**src/rtl/wb_unit.sv**
```systemverilog
// rtl/wb_unit.sv - write-back stage: result select, load extraction, rf write, commit handoff
// One instruction at a time: IDLE -> (WAIT_MEM) -> WRITE -> COMMIT -> IDLE.
module wb_unit #(
   parameter int XLEN   = 32,
   parameter int REG_AW = 5
) (
   input  logic              clk,
   input  logic              rst_n,
   input  logic              exu_valid,
   output logic              exu_ready,
   input  logic [XLEN-1:0]   exu_result,
   input  logic [XLEN-1:0]   exu_csr,
   input  logic [XLEN-1:0]   exu_pc,
   input  logic [XLEN-1:0]   exu_dnpc,
   input  logic [REG_AW-1:0] exu_rd,
   input  logic              exu_rd_wen,
   input  logic [1:0]        exu_wb_sel,
   input  logic [2:0]        exu_funct3,
   input  logic              lsu_rvalid,
   output logic              lsu_rready,
   input  logic [XLEN-1:0]   lsu_rdata,
   output logic              rf_wen,
   output logic [REG_AW-1:0] rf_waddr,
   output logic [XLEN-1:0]   rf_wdata,
   output logic              commit_valid,
   input  logic              commit_ready,
   output logic [XLEN-1:0]   commit_pc,
   output logic [XLEN-1:0]   commit_dnpc,
   output logic              wb_err
);

   typedef enum logic [1:0] {IDLE, WAIT_MEM, WRITE, COMMIT} state_t;

   localparam logic [1:0] SEL_ALU  = 2'd0;
   localparam logic [1:0] SEL_LOAD = 2'd1;
   localparam logic [1:0] SEL_PC4  = 2'd2;

   state_t state, state_nx;

   logic [XLEN-1:0]   result_q, csr_q, pc_q, dnpc_q, load_q;
   logic [REG_AW-1:0] rd_q;
   logic              rd_wen_q, err_q;
   logic [1:0]        sel_q;
   logic [2:0]        funct3_q;

   logic              acc_err;
   logic [7:0]        byte_lane;
   logic [15:0]       half_lane;
   logic [XLEN-1:0]   load_val, sel_val;

   // Alignment/encoding faults are known at accept time, so they are latched with the instruction.
   always_comb begin
      acc_err = 1'b0;
      case (exu_funct3)
         3'b000, 3'b100: acc_err = 1'b0;
         3'b001, 3'b101: acc_err = exu_result[0];
         3'b010:         acc_err = |exu_result[1:0];
         default:        acc_err = 1'b1;
      endcase
      if (exu_wb_sel != SEL_LOAD) acc_err = 1'b0;
   end

   always_comb begin
      byte_lane = lsu_rdata[{result_q[1:0], 3'b000} +: 8];
      half_lane = lsu_rdata[{result_q[1], 4'b0000} +: 16];
      case (funct3_q)
         3'b000:  load_val = {{(XLEN-8){byte_lane[7]}}, byte_lane};
         3'b001:  load_val = {{(XLEN-16){half_lane[15]}}, half_lane};
         3'b100:  load_val = {{(XLEN-8){1'b0}}, byte_lane};
         3'b101:  load_val = {{(XLEN-16){1'b0}}, half_lane};
         default: load_val = lsu_rdata;
      endcase
   end

   always_ff @(posedge clk or negedge rst_n) begin
      if (!rst_n) state <= IDLE;
      else        state <= state_nx;
   end

   always_comb begin
      state_nx = state;
      case (state)
         IDLE:     if (exu_valid) state_nx = (exu_wb_sel == SEL_LOAD) ? WAIT_MEM : WRITE;
         WAIT_MEM: if (lsu_rvalid) state_nx = WRITE;
         WRITE:    state_nx = COMMIT;
         COMMIT:   if (commit_ready) state_nx = IDLE;
         default:  state_nx = IDLE;
      endcase
   end

   always_ff @(posedge clk or negedge rst_n) begin
      if (!rst_n) begin
         result_q <= '0;
         csr_q    <= '0;
         pc_q     <= '0;
         dnpc_q   <= '0;
         load_q   <= '0;
         rd_q     <= '0;
         rd_wen_q <= 1'b0;
         err_q    <= 1'b0;
         sel_q    <= '0;
         funct3_q <= '0;
      end else begin
         if (state == IDLE && exu_valid) begin
            result_q <= exu_result;
            csr_q    <= exu_csr;
            pc_q     <= exu_pc;
            dnpc_q   <= exu_dnpc;
            rd_q     <= exu_rd;
            rd_wen_q <= exu_rd_wen;
            err_q    <= acc_err;
            sel_q    <= exu_wb_sel;
            funct3_q <= exu_funct3;
         end
         if (state == WAIT_MEM && lsu_rvalid) load_q <= load_val;
      end
   end

   always_comb begin
      case (sel_q)
         SEL_ALU:  sel_val = result_q;
         SEL_LOAD: sel_val = load_q;
         SEL_PC4:  sel_val = pc_q + XLEN'(4);
         default:  sel_val = csr_q;
      endcase
   end

   // Outputs are gated by the registered state so nothing leaks outside its phase.
   always_comb begin
      exu_ready    = (state == IDLE);
      lsu_rready   = (state == WAIT_MEM);
      rf_wen       = (state == WRITE) && rd_wen_q && (rd_q != '0) && !err_q;
      rf_waddr     = (state == WRITE) ? rd_q : '0;
      rf_wdata     = (state == WRITE) ? sel_val : '0;
      wb_err       = (state == WRITE) && err_q;
      commit_valid = (state == COMMIT);
      commit_pc    = (state == COMMIT) ? pc_q : '0;
      commit_dnpc  = (state == COMMIT) ? dnpc_q : '0;
   end

endmodule
```
**config.mk**
```make
export PLATFORM = sky130hd
export DESIGN_NAME = wb_unit
export DESIGN_NICKNAME = d
export VERILOG_FILES = /design/src/rtl/wb_unit.sv
export SDC_FILE = /design/constraint.sdc
export NUM_CORES = 1
export LEC_CHECK = 0
export ABC_AREA = 1
export BUFFER_PORTS_ARGS = -buffer_cell sky130_fd_sc_hd__buf_2
export CORE_UTILIZATION = 53
export DETAILED_ROUTE_END_ITERATION = 8
export MAX_ROUTING_LAYER = met4
export PLACE_DENSITY_LB_ADDON = 0.1
export RECOVER_POWER = 100
export SLEW_MARGIN = 20
export SYNTH_ARGS = -nofsm -noshare
export SYNTH_HDL_FRONTEND = slang
export SYNTH_SLANG_ARGS = --single-unit
```
**constraint.sdc**
```tcl
create_clock -name clk -period 2.2 [get_ports clk]
set_input_delay 0.33 -clock clk [delete_from_list [all_inputs] [get_ports clk]]
set_output_delay 0.33 -clock clk [all_outputs]
set_load 0.1 [all_outputs]
```
# After elaboration in Yosys (flattened, before gate mapping)
# Index checks and enable logic that the tools add are counted.
# totals
reg_bits	174
word_cells	60
output_inout_bits	106
in_bits	176
# classes
reduce_logical	16
shifts	2
eq_ne	17
add_sub_neg	1
mux	13
# op_table
cell	count
one-hot mux 32 bit (4 select lines)	1
2-to-1 mux 32 bit	3
one-hot mux 32 bit (3 select lines)	1
adder 32 x 3 -> 32 bit (second input constant)	1
indexed part select 32 x 6 -> 16 bit	1
indexed part select 32 x 6 -> 8 bit	1
== test 3 bit (second input constant)	4
2-to-1 mux 2 bit	4
one-hot mux 2 bit (4 select lines)	1
== test 2 x 1 -> 1 bit (second input constant)	3
== test 2 bit (second input constant)	3
== test 3 x 1 -> 1 bit (second input constant)	2
logical AND 1 bit	6
logical NOT 3 bit	2
OR reduction 2 bit	3
2-to-1 mux 5 bit	1
nonzero test 5 bit	1
logical NOT 2 bit	2
!= test 2 x 1 -> 1 bit (second input constant)	2
!= test 2 bit (second input constant)	2
== test 3 x 2 -> 1 bit (second input constant)	1
one-hot mux 1 bit (3 select lines)	1
AND reduction 3 bit	1
logical NOT 1 bit	1
2-to-1 mux 1 bit	1

# Logic depth before layout (Yosys ltp)
# Gate-level depths: netlist of the first run.
# logic_depth
ltp_word	4
ltp_mapped	9
depth_no_buf	9

# Worst setup path before layout of the first run
# OpenSTA, ideal clock, no wires.
# synth_path
path_type	flip-flop to output port
start	register pc_q[3]
end	output rf_wdata[22]
path_slack_ns	-0.811
arrival_time_ns	2.681
t_required_ns	1.870
stages_incl_launch_ff	10
cell_sequence	dfrtp_1 > ha_1 > nand2_2 > nor2_4 > nand2_4 > nor2_4 > nand2_2 > nand2_1 > nand3_1 > a21oi_1
# synth_between
elab_chain_cells	3
# synth_rtl
element	line_no	text
from (decl)	40	logic [XLEN-1:0] result_q, csr_q, pc_q, dnpc_q, load_q;
from (signal assigned)	107	pc_q <= exu_pc;
adder 32 x 3 -> 32 bit	123	SEL_PC4: sel_val = pc_q + XLEN'(4);
one-hot mux 32 bit (3 select lines)	120	case (sel_q)
2-to-1 mux 32 bit	134	rf_wdata = (state == WRITE) ? sel_val : '0;
to (decl)	24	output logic [XLEN-1:0] rf_wdata,
# Every way passes these cells.

# Worst setup path in the final report of the first run
# layout_path
start	register pc_q[2]
end	output rf_wdata[30]
# The elaborated chain is that of the path after synthesis.

==> results of run 1 <==
==> sequential cells by signal (all words and copies together), names as in the netlist <==
register,cells
sel_q,2
err_q,1
rd_wen_q,1
state,2
dnpc_q,32
funct3_q,3
rd_q,5
load_q,32
result_q,32
csr_q,32
pc_q,32
==> final timing paths <==
kind                                   start  cells past startpoint      endpoint
worst max register to register      state[1]                      7      pc_q[30]
worst min-delay path            exu_dnpc[31]                      3    dnpc_q[31]
max in group asynchronous              rst_n                      3       pc_q[6]
min in group asynchronous              rst_n                      2      pc_q[28]
worst min register to register     dnpc_q[1]                      2     dnpc_q[1]
worst max-delay path                 pc_q[2]                     10  rf_wdata[30]
==> layout make-up <==
cell class	instances	share of cell area, %
multi-input cells	953	33.55
flip-flops and latches	174	30.04
repair buffers	345	24.38
inverters	152	5.617
clock buffers	17	2.924
well taps	225	1.935
clock inverters	15	1.488
repair inverters	1	0.05161
diodes	1	0.01720
==> cells by family (layout without fill, tap and decap cells) <==
| kind of cell | Yosys count | in the layout |
|---|---|---|
| other | 0 | 1 |
| AOI/OAI and AO/OA | 224 | 224 |
| and+or+nand+nor | 724 | 724 |
| adders and majority gates | 5 | 5 |
| buffers and inverters | 223 | 530 |
| DFF | 174 | 174 |
==> timing repair <==
action,CTS,global route
hold buffers,1,0
pin swaps,18,22
cloned,1,2
setup endpoints to repair,32,87
buffers inserted,19,10
endpoints found under the hold margin,17,0
gates resized for setup,62,53
==> worst max-delay path, delay by kind of cell, from the launching register on <==
family	cells	cell delay, ns
fa+ha+maj	1	0.23
compound gates	1	0.20
buf+inv	1	0.19
flops	1	0.42
simple gates	7	0.75
==> through the flow <==
stage | power (mW) | std cells | utilization [%] | setup WS (ns) | hold WS, ns
floorplan | 15.37 | 1350 | - | -0.1038 | 0.03441
global placement | 20.02 | 1819 | 77.05 | 0.1379 | 0.1935
detailed placement | 20.35 | 1819 | 77.05 | 0.09086 | 0.1973
global route | 26.04 | 1883 | 83.52 | -0.4383 | 0.06756
finish | 25.01 | 1883 | 83.52 | -0.3776 | 0.08031
CTS | 24.28 | 1872 | 82.71 | -0.3277 | 0.07243
==> metal layers <==
metal	share of wire, %	up-vias
met5	0	-
met4	4.5	0
met3	10	162
met2	48	773
met1	38	5033
li1	-	4837
==> placed cells by master, fill, tap and decap left out, drive strengths merged <==
cell type,instances
a221oi,21
a21oi,52
a31oi,7
diode,1
inv,99
ha,5
nand2,608
clkbuf,28
dlymetal6s2s,1
bufinv,2
or2,1
nor3,3
and2,1
nor2,69
buf,332
clkinv,5
nand4,3
o21ai,105
o211ai,15
o22ai,17
clkinvlp,62
nand3,39
o21bai,5
dlygate4sd3,1
o2111ai,2
dfrtp,174
==> power by group through the flow <==
stage	Combinational [mW]	Sequential, mW	Clock, mW
6_report	15.6	6.17	3.28
2_1_floorplan	9.85	5.52	0
3_3_place_gp	14.1	5.94	0
3_5_place_dp	14.4	5.99	0
4_1_cts	15.0	5.98	3.28
5_1_grt	16.3	6.30	3.41
==> out/qor.yml, run 1 <==
cts_root_buf: "clkbuf_16"
drt-total-wl_um: 36010
powerDensity_nw_per_um2: 1720
end_kind: "output pin"
drc: 0
startpoint_type: "flop"
grt_pass1_wl_um: 52600
crit_path_max_incr_delay_ns: 0.42
die_h_um: 136.1
synth_area_per_cell_um2: 7.058
synth_top_area_share_pct: 45.70
grt_setup_unrepaired: "yes"
synth_ff_type: "dfrtp_1"
yosysUniqueCellTypes: 31
synthCells: 1350
worst_pin_slew_ns: 1.263
slew_headroom_pct: 15.83
grt_max_degree: 88
synth_commonest_cells: "nand2_1 (595), dfrtp_1 (174), inv_1 (147)"
multi_input_area_um2: 4880
cp_slowest_cell: "dfrtp_1"
synth_compound_gate_area_share_pct: 13.51
crit_required_ns: 1.87
period_share_pct: 117.2
finClkSkew_ns: 0.01316
combPwrFrac_pct: 62.2
synth_nets: 1531
synthArstFlopShare_pct: 100.0
first_global_vias: 10010
ys_top_cells_by_area: "dfrtp_1 (46%), nand2_1 (23%), inv_1 (5.8%)"
area_growth_pct: 52.67
slew_violations: 0
regToRegSetupSlack_ns: 0
cts.reportedPaths.clkPinSlew_ns: 0.08
tns_ns: -9.822
crit_arrival_ns: 2.25
synth_area_um2: 9528
fmax_mhz: 388.0
drive_above_1_share_pct: 34.04
cts.sinks: 174
power_leakage_nw: 6.808
start_util_pct: 54.71
synth_largest_area_cell: "dfrtp_1"
path_max_fanout: 6
numCtsBuffers: 17
synth-xor-area-share_pct: 0
ys_warn_count: 0
synth_fa_ha_area_share_pct: 0.6566
drtIter0Drc: 1286
grt_util_met3_pct: 7.345
ys_seq_area_share_pct: 45.70
violations: "setup timing"
clkPwrFrac_pct: 13.1
placed_cell_area_um2: 13420
drtAntennaViolNets: 0
switching_share_pct: 53.32
cts_tree: "yes"
clock_path_buffers: 2
die_x_um: 136.1
outcome: "finished with violations"
gp_congestion: 0.9878
grt_overflow: 0
cp_common_cell: "nand2_1"
min-delay-path-class: "primary input to flop"
grtUsageTotal_pct: 38.53
dr.pass1.iters: 6
grtUsageMet1_pct: 48.00
register_area_um2: 4370
io_pins: 282
post-route-cell-area_um2: 14550
path_cells: "ha_2, nand2_2, nor2_4, nand2_4, nor2_2, nand2_1, nand2_1, nand3_2, a21oi_4, buf_12"
setup_viol: 63
hold_violations: 0
use_met2_pct: 61.59
synth_top_family_by_area: "simple AND/OR/NAND/NOR gates"
synthMuxAreaShare_pct: 0
maxCapViolCount: 0
htree_levels: 4
dp_hpwl_um: 24030
clkLatencyLatePin_ns: 0.44
vdd_drop_max_mv: 1.472
core_area_um2: 17420
avgViaCountPerCell: 5.738
synth-simple-area-share_pct: 30.78
fill_cells: 980
rows: 48
fin_ws_ns: -0.3776
vias: 10810
busiest_layer: "met2"
min_period_ns: 2.578
dieArea_um2: 18520
synth.most_common_cell: "nand2_1"
synth_edf_count: 0
internal_power_mw: 11.68
ys_seq_elements: 174
antenna_found_initial: 1
pwr-share-seq_pct: 24.7
switchingPower_mw: 13.34
nets: 1825
io_buffers: 281
critPathKind: "flop to output pin"
wl_per_cell_um: 19.12
(Power assumes the default switching activity.)
==> run 2: changes to the inputs <==
--- a/config.mk
+++ b/config.mk
@@ -5,9 +5,9 @@
 export SDC_FILE = /design/constraint.sdc
 export NUM_CORES = 1
 export LEC_CHECK = 0
-export ABC_AREA = 1
 export BUFFER_PORTS_ARGS = -buffer_cell sky130_fd_sc_hd__buf_2
-export CORE_UTILIZATION = 53
+export CAP_MARGIN = 20
+export CORE_UTILIZATION = 52
 export DETAILED_ROUTE_END_ITERATION = 8
 export MAX_ROUTING_LAYER = met4
 export PLACE_DENSITY_LB_ADDON = 0.1
==> run 2 against run 1 <==
  * The flow still finishes with violations (setup timing)
  * Critical path depth shrank 4
  * Critical endpoint is now rf_wdata[24]
  * Maximum frequency is 7.8% lower
  * Design area grew 2.3%
  * Cell count shrank 21%
  * Synthesized area decreased by 1.6%
  * Routed wire length decreased by 5.0%
  * Global-route usage shrank 2.9 points
  * Register-to-register slack worse by 0.08 ns
  * Hold slack improved by 0.035 ns
  * Sequential share of layout area fell by 0.75 points
  * Flip-flop and latch count stayed put
==> out/qor.yml, run 2 <==
outcome: "finished with violations"
violations: "setup timing"
avgViaCountPerCell: 5.991
pre_cts_ws_ns: -0.1621
synthArstFlopShare_pct: 100.0
final_common_cell: "buf_2"
min_to: "csr_q[7]"
ys_warn_count: 0
grtUsageTotal_pct: 35.59
htree_levels: 4
synth_top_area_share_pct: 46.45
drive_above_1_share_pct: 56.25
first_global_vias: 8841
crit_required_ns: 1.87
synth_largest_area_cell: "dfrtp_1"
clock_path_buffers: 2
antenna_found_initial: 0
synth_top_family_by_area: "multiplexers"
clkLatencyLatePin_ns: 0.44
post-route-cell-area_um2: 14890
fmax_mhz: 357.7
dieArea_um2: 18570
stdcell_count: 1491
hold_violations: 0
cts_tree: "yes"
maxCapViolCount: 0
end_kind: "output pin"
met1Wirelength_um: 13130
crit_path_max_incr_delay_ns: 0.45
worst_pin_slew_ns: 1.240
synth.most_common_cell: "dfrtp_1"
synth-xor-area-share_pct: 1.028
regToRegSetupSlack_ns: -0.08
wl_per_cell_um: 22.95
io_pins: 282
die_h_um: 136.3
fin_ws_ns: -0.5959
synth_fa_ha_area_share_pct: 0.6674
vias: 8932
nets: 1433
dp_hpwl_um: 22350
gp_congestion: 0.9931
numCtsBuffers: 17
route.met3.wl_um: 2414
min_from: "exu_csr[7]"
drtIter0Drc: 689
cp_slowest_cell: "dfrtp_2"
start_util_pct: 53.64
startpoint_type: "flop"
grt_setup_unrepaired: "yes"
cts_root_buf: "clkbuf_16"
drtAntennaViolNets: 0
r2r_cells: 5
ys_seq_area_share_pct: 46.45
drc: 0
crit_arrival_ns: 2.47
min_path_cells: 2
min-delay-path-class: "primary input to flop"
ys_seq_elements: 174
top_layer_used: "met4"
area_growth_pct: 58.82
synth_area_um2: 9374
path_max_fanout: 5
core_area_um2: 17480
synthCells: 878
ys_top_cells_by_area: "dfrtp_1 (46%), mux2_2 (18%), and2_1 (5.0%)"
critPathKind: "flop to output pin"
setup_viol: 156
final_cell_mix: "buf_2 (177), dfrtp_1 (168), mux2_2 (151)"
rr_startpoint: "state[1]"
grt_max_degree: 51
die_x_um: 136.3
placed_cell_area_um2: 13090
synth_nets: 1059
synth-simple-area-share_pct: 17.25
r2r_end: "dnpc_q[24]"
finClkSkew_ns: 0.008207
slew_headroom_pct: 17.36
path_cells: "ha_4, nand4_1, or3_4, or4_1, o211ai_1, buf_12"
synth_commonest_cells: "dfrtp_1 (174), mux2_2 (154), and2_1 (75)"
synth_compound_gate_area_share_pct: 9.851
wl_met2_um: 17540
grt_overflow: 0
place_inst: 1412
dr.pass1.iters: 7
slew_violations: 0
yosysUniqueCellTypes: 50
synth_ff_type: "dfrtp_1"
period_share_pct: 127.1
cts.sinks: 174
drt-total-wl_um: 34220
cts.reportedPaths.clkPinSlew_ns: 0.07
io_buffers: 281
synthMuxAreaShare_pct: 21.62
rows: 48
synth_edf_count: 0
grt_pass1_wl_um: 48020
synth_area_per_cell_um2: 10.68
min_period_ns: 2.796
fill_cells: 885
-- run 2: changes by cell type in the layout (fill, tap and decap cells not counted), moves of 40 or more --
| cell | delta |
|---|---|
| clkinvlp_4 | -59 |
| buf_4 | +51 |
| inv_1 | -73 |
| o21ai_0 | -55 |
| buf_6 | +40 |
| mux2_2 | +151 |
| and2_1 | +63 |
| nand2_1 | -529 |
-- run 2: worst max-delay path by stage --
stage                     startpoint            to  slack (ns)  cells after the start
after floorplan             state[0]  rf_wdata[30]       -0.76                      5
after global placement       pc_q[2]  rf_wdata[28]       -0.11                      6
after detailed placement     pc_q[2]  rf_wdata[28]       -0.16                      6
after CTS                    pc_q[2]  rf_wdata[24]       -0.54                      6
after global routing         pc_q[2]  rf_wdata[24]       -0.69                      6
final                        pc_q[2]  rf_wdata[24]       -0.60                      6
-- run 2: cells by family after synthesis --
group	after synthesis
flip-flops	174
buffers and inverters	77
XOR/XNOR	11
adder cells (fa/ha/maj)	5
AND/OR/NAND/NOR	294
multiplexers	177
AO/OA/AOI/OAI	140
-- run 2: metal layers --
| metal | track usage (%) | vias up |
|---|---|---|
| met3 | 7.606 | 100 |
| li1 | - | 3928 |
| met2 | 58.26 | 512 |
| met4 | 11.98 | 0 |
| met1 | 43.62 | 4392 |
| met5 | - | - |
-- run 2: what timing repair did --
item	CTS	global route
cloned	4	1
pin swaps	33	23
gates resized for setup	117	92
hold buffers	1	0
endpoints found under the setup margin	62	75
buffers inserted	24	25
hold endpoints to repair	19	0
-- run 2: area by class of cell --
class | count | area (um2) | share of cell area (%)
tap | 225 | 281.5 | 1.891
clock buffer | 18 | 429.2 | 2.883
multi-input combinational | 628 | 5509 | 37.00
antenna | 2 | 5.005 | 0.03362
timing repair buffer | 421 | 4063 | 27.29
clock inverter | 13 | 201.4 | 1.353
inverter | 10 | 37.54 | 0.2521
sequential | 174 | 4362 | 29.30
-- run 2: critical path: cells and delay by family, from the launching register on --
kind,cells,cell delay (ns)
AOI/OAI and AO/OA,1,0.17
adders and majority gates,1,0.16
buffers and inverters,1,0.22
DFF,1,0.45
and+or+nand+nor,3,1.03
-- run 2: per-stage QoR --
stage	setup TNS [ns]	util [%]	hold WS, ns
after floorplan	-88.10	-	0.03441
after global placement	-0.2685	74.89	0.1998
after detailed placement	-0.5340	74.89	0.1990
after CTS	-9.523	82.86	0.1121
after global routing	-35.89	85.16	0.1094
final	-15.60	85.19	0.1156
Power of run 2 is not shown: default switching activity piles up to over one toggle a cycle in this logic, so the estimate is an artifact.
==> run 3: changes to the inputs <==
--- a/config.mk
+++ b/config.mk
@@ -5,9 +5,11 @@
 export SDC_FILE = /design/constraint.sdc
 export NUM_CORES = 1
 export LEC_CHECK = 0
+export ABC_AREA = 1
 export BUFFER_PORTS_ARGS = -buffer_cell sky130_fd_sc_hd__buf_2
 export CAP_MARGIN = 20
-export CORE_UTILIZATION = 52
+export CORE_UTILIZATION = 54
+export CTS_BUF_LIST = sky130_fd_sc_hd__clkbuf_8
 export DETAILED_ROUTE_END_ITERATION = 8
 export MAX_ROUTING_LAYER = met4
 export PLACE_DENSITY_LB_ADDON = 0.1
==> run 3 against run 2 <==
  * The flow finishes with violations (capacitance limit, slew limit, setup timing)
  * Maximum frequency increased by 7.3%
  * Die area down 2.1%
  * Cell count grew 28%
  * Count of clock-buffer cells in the layout is 1 lower
  * Via count up 24%
  * Critical path depth rose by 2
  * Flip-flop and latch count did not move
  * Global-route usage up 6.4 points
==> out/qor.yml, run 3 (same netlist as run 1, synthesis figures left out) <==
fill_cells: 917
min-delay-path-class: "primary input to flop"
path_max_fanout: 6
grt_pass1_wl_um: 56210
internal_power_mw: 11.24
fin_ws_ns: -0.4066
wl_per_cell_um: 19.86
area_growth_pct: 56.05
cts_root_buf: "clkbuf_8"
switching_share_pct: 55.16
outcome: "finished with violations"
min_period_ns: 2.607
htree_levels: 4
io_pins: 282
pwr-share-seq_pct: 25.1
die_h_um: 134.8
crit_family: "simple AND/OR/NAND/NOR gates"
worst_pin_slew_ns: 1.524
crit_required_ns: 1.87
final_cell_mix: "nand2_1 (575), buf_2 (175), dfrtp_1 (162)"
clock_path_buffers: 2
switchingPower_mw: 13.82
grt_overflow: 0
grt_max_degree: 129
timing.hold.ws_ns: 0.03165
cts.sinks: 174
grtUsageTotal_pct: 41.99
crit_arrival_ns: 2.28
pre_cts_ws_ns: 0.03391
min_path_cells: 3
placed_cell_area_um2: 13460
dp_hpwl_um: 24110
hold_violations: 0
power_leakage_nw: 6.953
io_buffers: 281
start_util_pct: 55.28
place_inst: 1821
stdcell_count: 1908
crit_buf_inv: 2
combPwrFrac_pct: 65.8
vdd_drop_max_mv: 1.725
nets: 1848
slew_headroom_pct: -1.627
final_common_cell: "nand2_1"
rr_startpoint: "state[1]"
r2r_cells: 7
drive_above_1_share_pct: 37.38
cts.reportedPaths.clkPinSlew_ns: 0.11
die_x_um: 134.8
critPathKind: "flop to output pin"
clkPwrFrac_pct: 9.0
violations: "capacitance limit, slew limit, setup timing"
vias: 11050
core_area_um2: 17240
period_share_pct: 118.5
fmax_mhz: 383.6
dieArea_um2: 18180
antenna_found_initial: 3
first_global_vias: 10510
cp_common_cell: "nand2_4"
setup_viol: 118
min_from: "exu_rd[3]"
crit_path_max_incr_delay_ns: 0.50
end_kind: "output pin"
numCtsBuffers: 17
gp_congestion: 0.9957
rows: 48
cts_tree: "yes"
design_power_total_mw: 25.06
path_cells: "nand2_4, nor2_4, nand2_4, buf_4, o21bai_1, nand3_1, a21oi_4, buf_12"
startpoint_type: "flop"
avgViaCountPerCell: 5.790
dr.pass1.iters: 8
drc: 0
drtIter0Drc: 1139
cp_slowest_cell: "dfrtp_2"
slew_violations: 57
drt-total-wl_um: 37900
min_to: "rd_q[3]"
powerDensity_nw_per_um2: 1685
regToRegSetupSlack_ns: -0.09
drtAntennaViolNets: 0
post-route-cell-area_um2: 14870
grt_setup_unrepaired: "yes"
clkLatencyLatePin_ns: 0.48
r2r_end: "csr_q[12]"
maxCapViolCount: 1
finClkSkew_ns: 0.01186
run 3: repair_timing:
item / CTS / global route
gates cloned: 5 / 0
hold endpoints to repair: 52 / 0
hold buffers: 1 / 0
pin swaps: 39 / 28
endpoints found under the setup margin: 61 / 57
resized for setup: 137 / 46
buffers inserted: 37 / 10
run 3: power by group through the flow:
stage | Combinational, mW | Clock (mW) | Sequential (mW)
after floorplan | 9.85 | 0 | 5.52
after global placement | 14.0 | 0 | 5.96
after detailed placement | 14.3 | 0 | 6.01
after CTS | 15.8 | 2.27 | 6.09
after global routing | 17.2 | 2.39 | 6.41
final | 16.5 | 2.27 | 6.29
run 3: worst register-to-register path, delay by kind of cell (launching register included):
| family | cells | cell delay, ns |
|---|---|---|
| buf+inv | 3 | 1.07 |
| simple gates | 3 | 0.38 |
| flops | 1 | 0.45 |
| fa+ha+maj | 1 | 0.32 |
run 3: worst max path at each step:
stage,end,depth (start not counted),start
4_1_cts,rf_wdata[26],10,pc_q[2]
3_5_place_dp,rf_wdata[24],10,pc_q[2]
6_report,rf_wdata[17],8,pc_q[6]
5_1_grt,rf_wdata[17],8,pc_q[6]
3_3_place_gp,rf_wdata[7],6,sel_q[1]
2_1_floorplan,commit_dnpc[21],5,state[0]
run 3: cell type report:
cell class / count / area (um2) / area share, %
sequential: 174 / 4369 / 29.39
timing repair inverter: 1 / 7.507 / 0.05049
clock inverter: 15 / 162.7 / 1.094
antenna: 3 / 7.507 / 0.05049
clock buffer: 17 / 234.0 / 1.574
multi-input combinational: 954 / 5182 / 34.86
timing repair buffer: 367 / 3811 / 25.63
inverter: 152 / 812.0 / 5.462
tap: 225 / 281.5 / 1.893
run 3: layer usage:
metal | share of wire [%] | wire [um] | global-route usage (%)
met1 | 37 | 13850 | 51.50
met2 | 47 | 17800 | 66.12
met3 | 10 | 3804 | 7.958
met4 | 6.4 | 2439 | 22.03
met5 | 0 | 0 | -
run 3: metrics by stage:
step | TNS [ns] | util, %
2_1_floorplan | -6.224 | -
3_3_place_gp | 0 | 78.09
3_5_place_dp | 0 | 78.09
4_1_cts | -6.837 | 85.51
5_1_grt | -30.01 | 86.26
6_report | -21.59 | 86.26
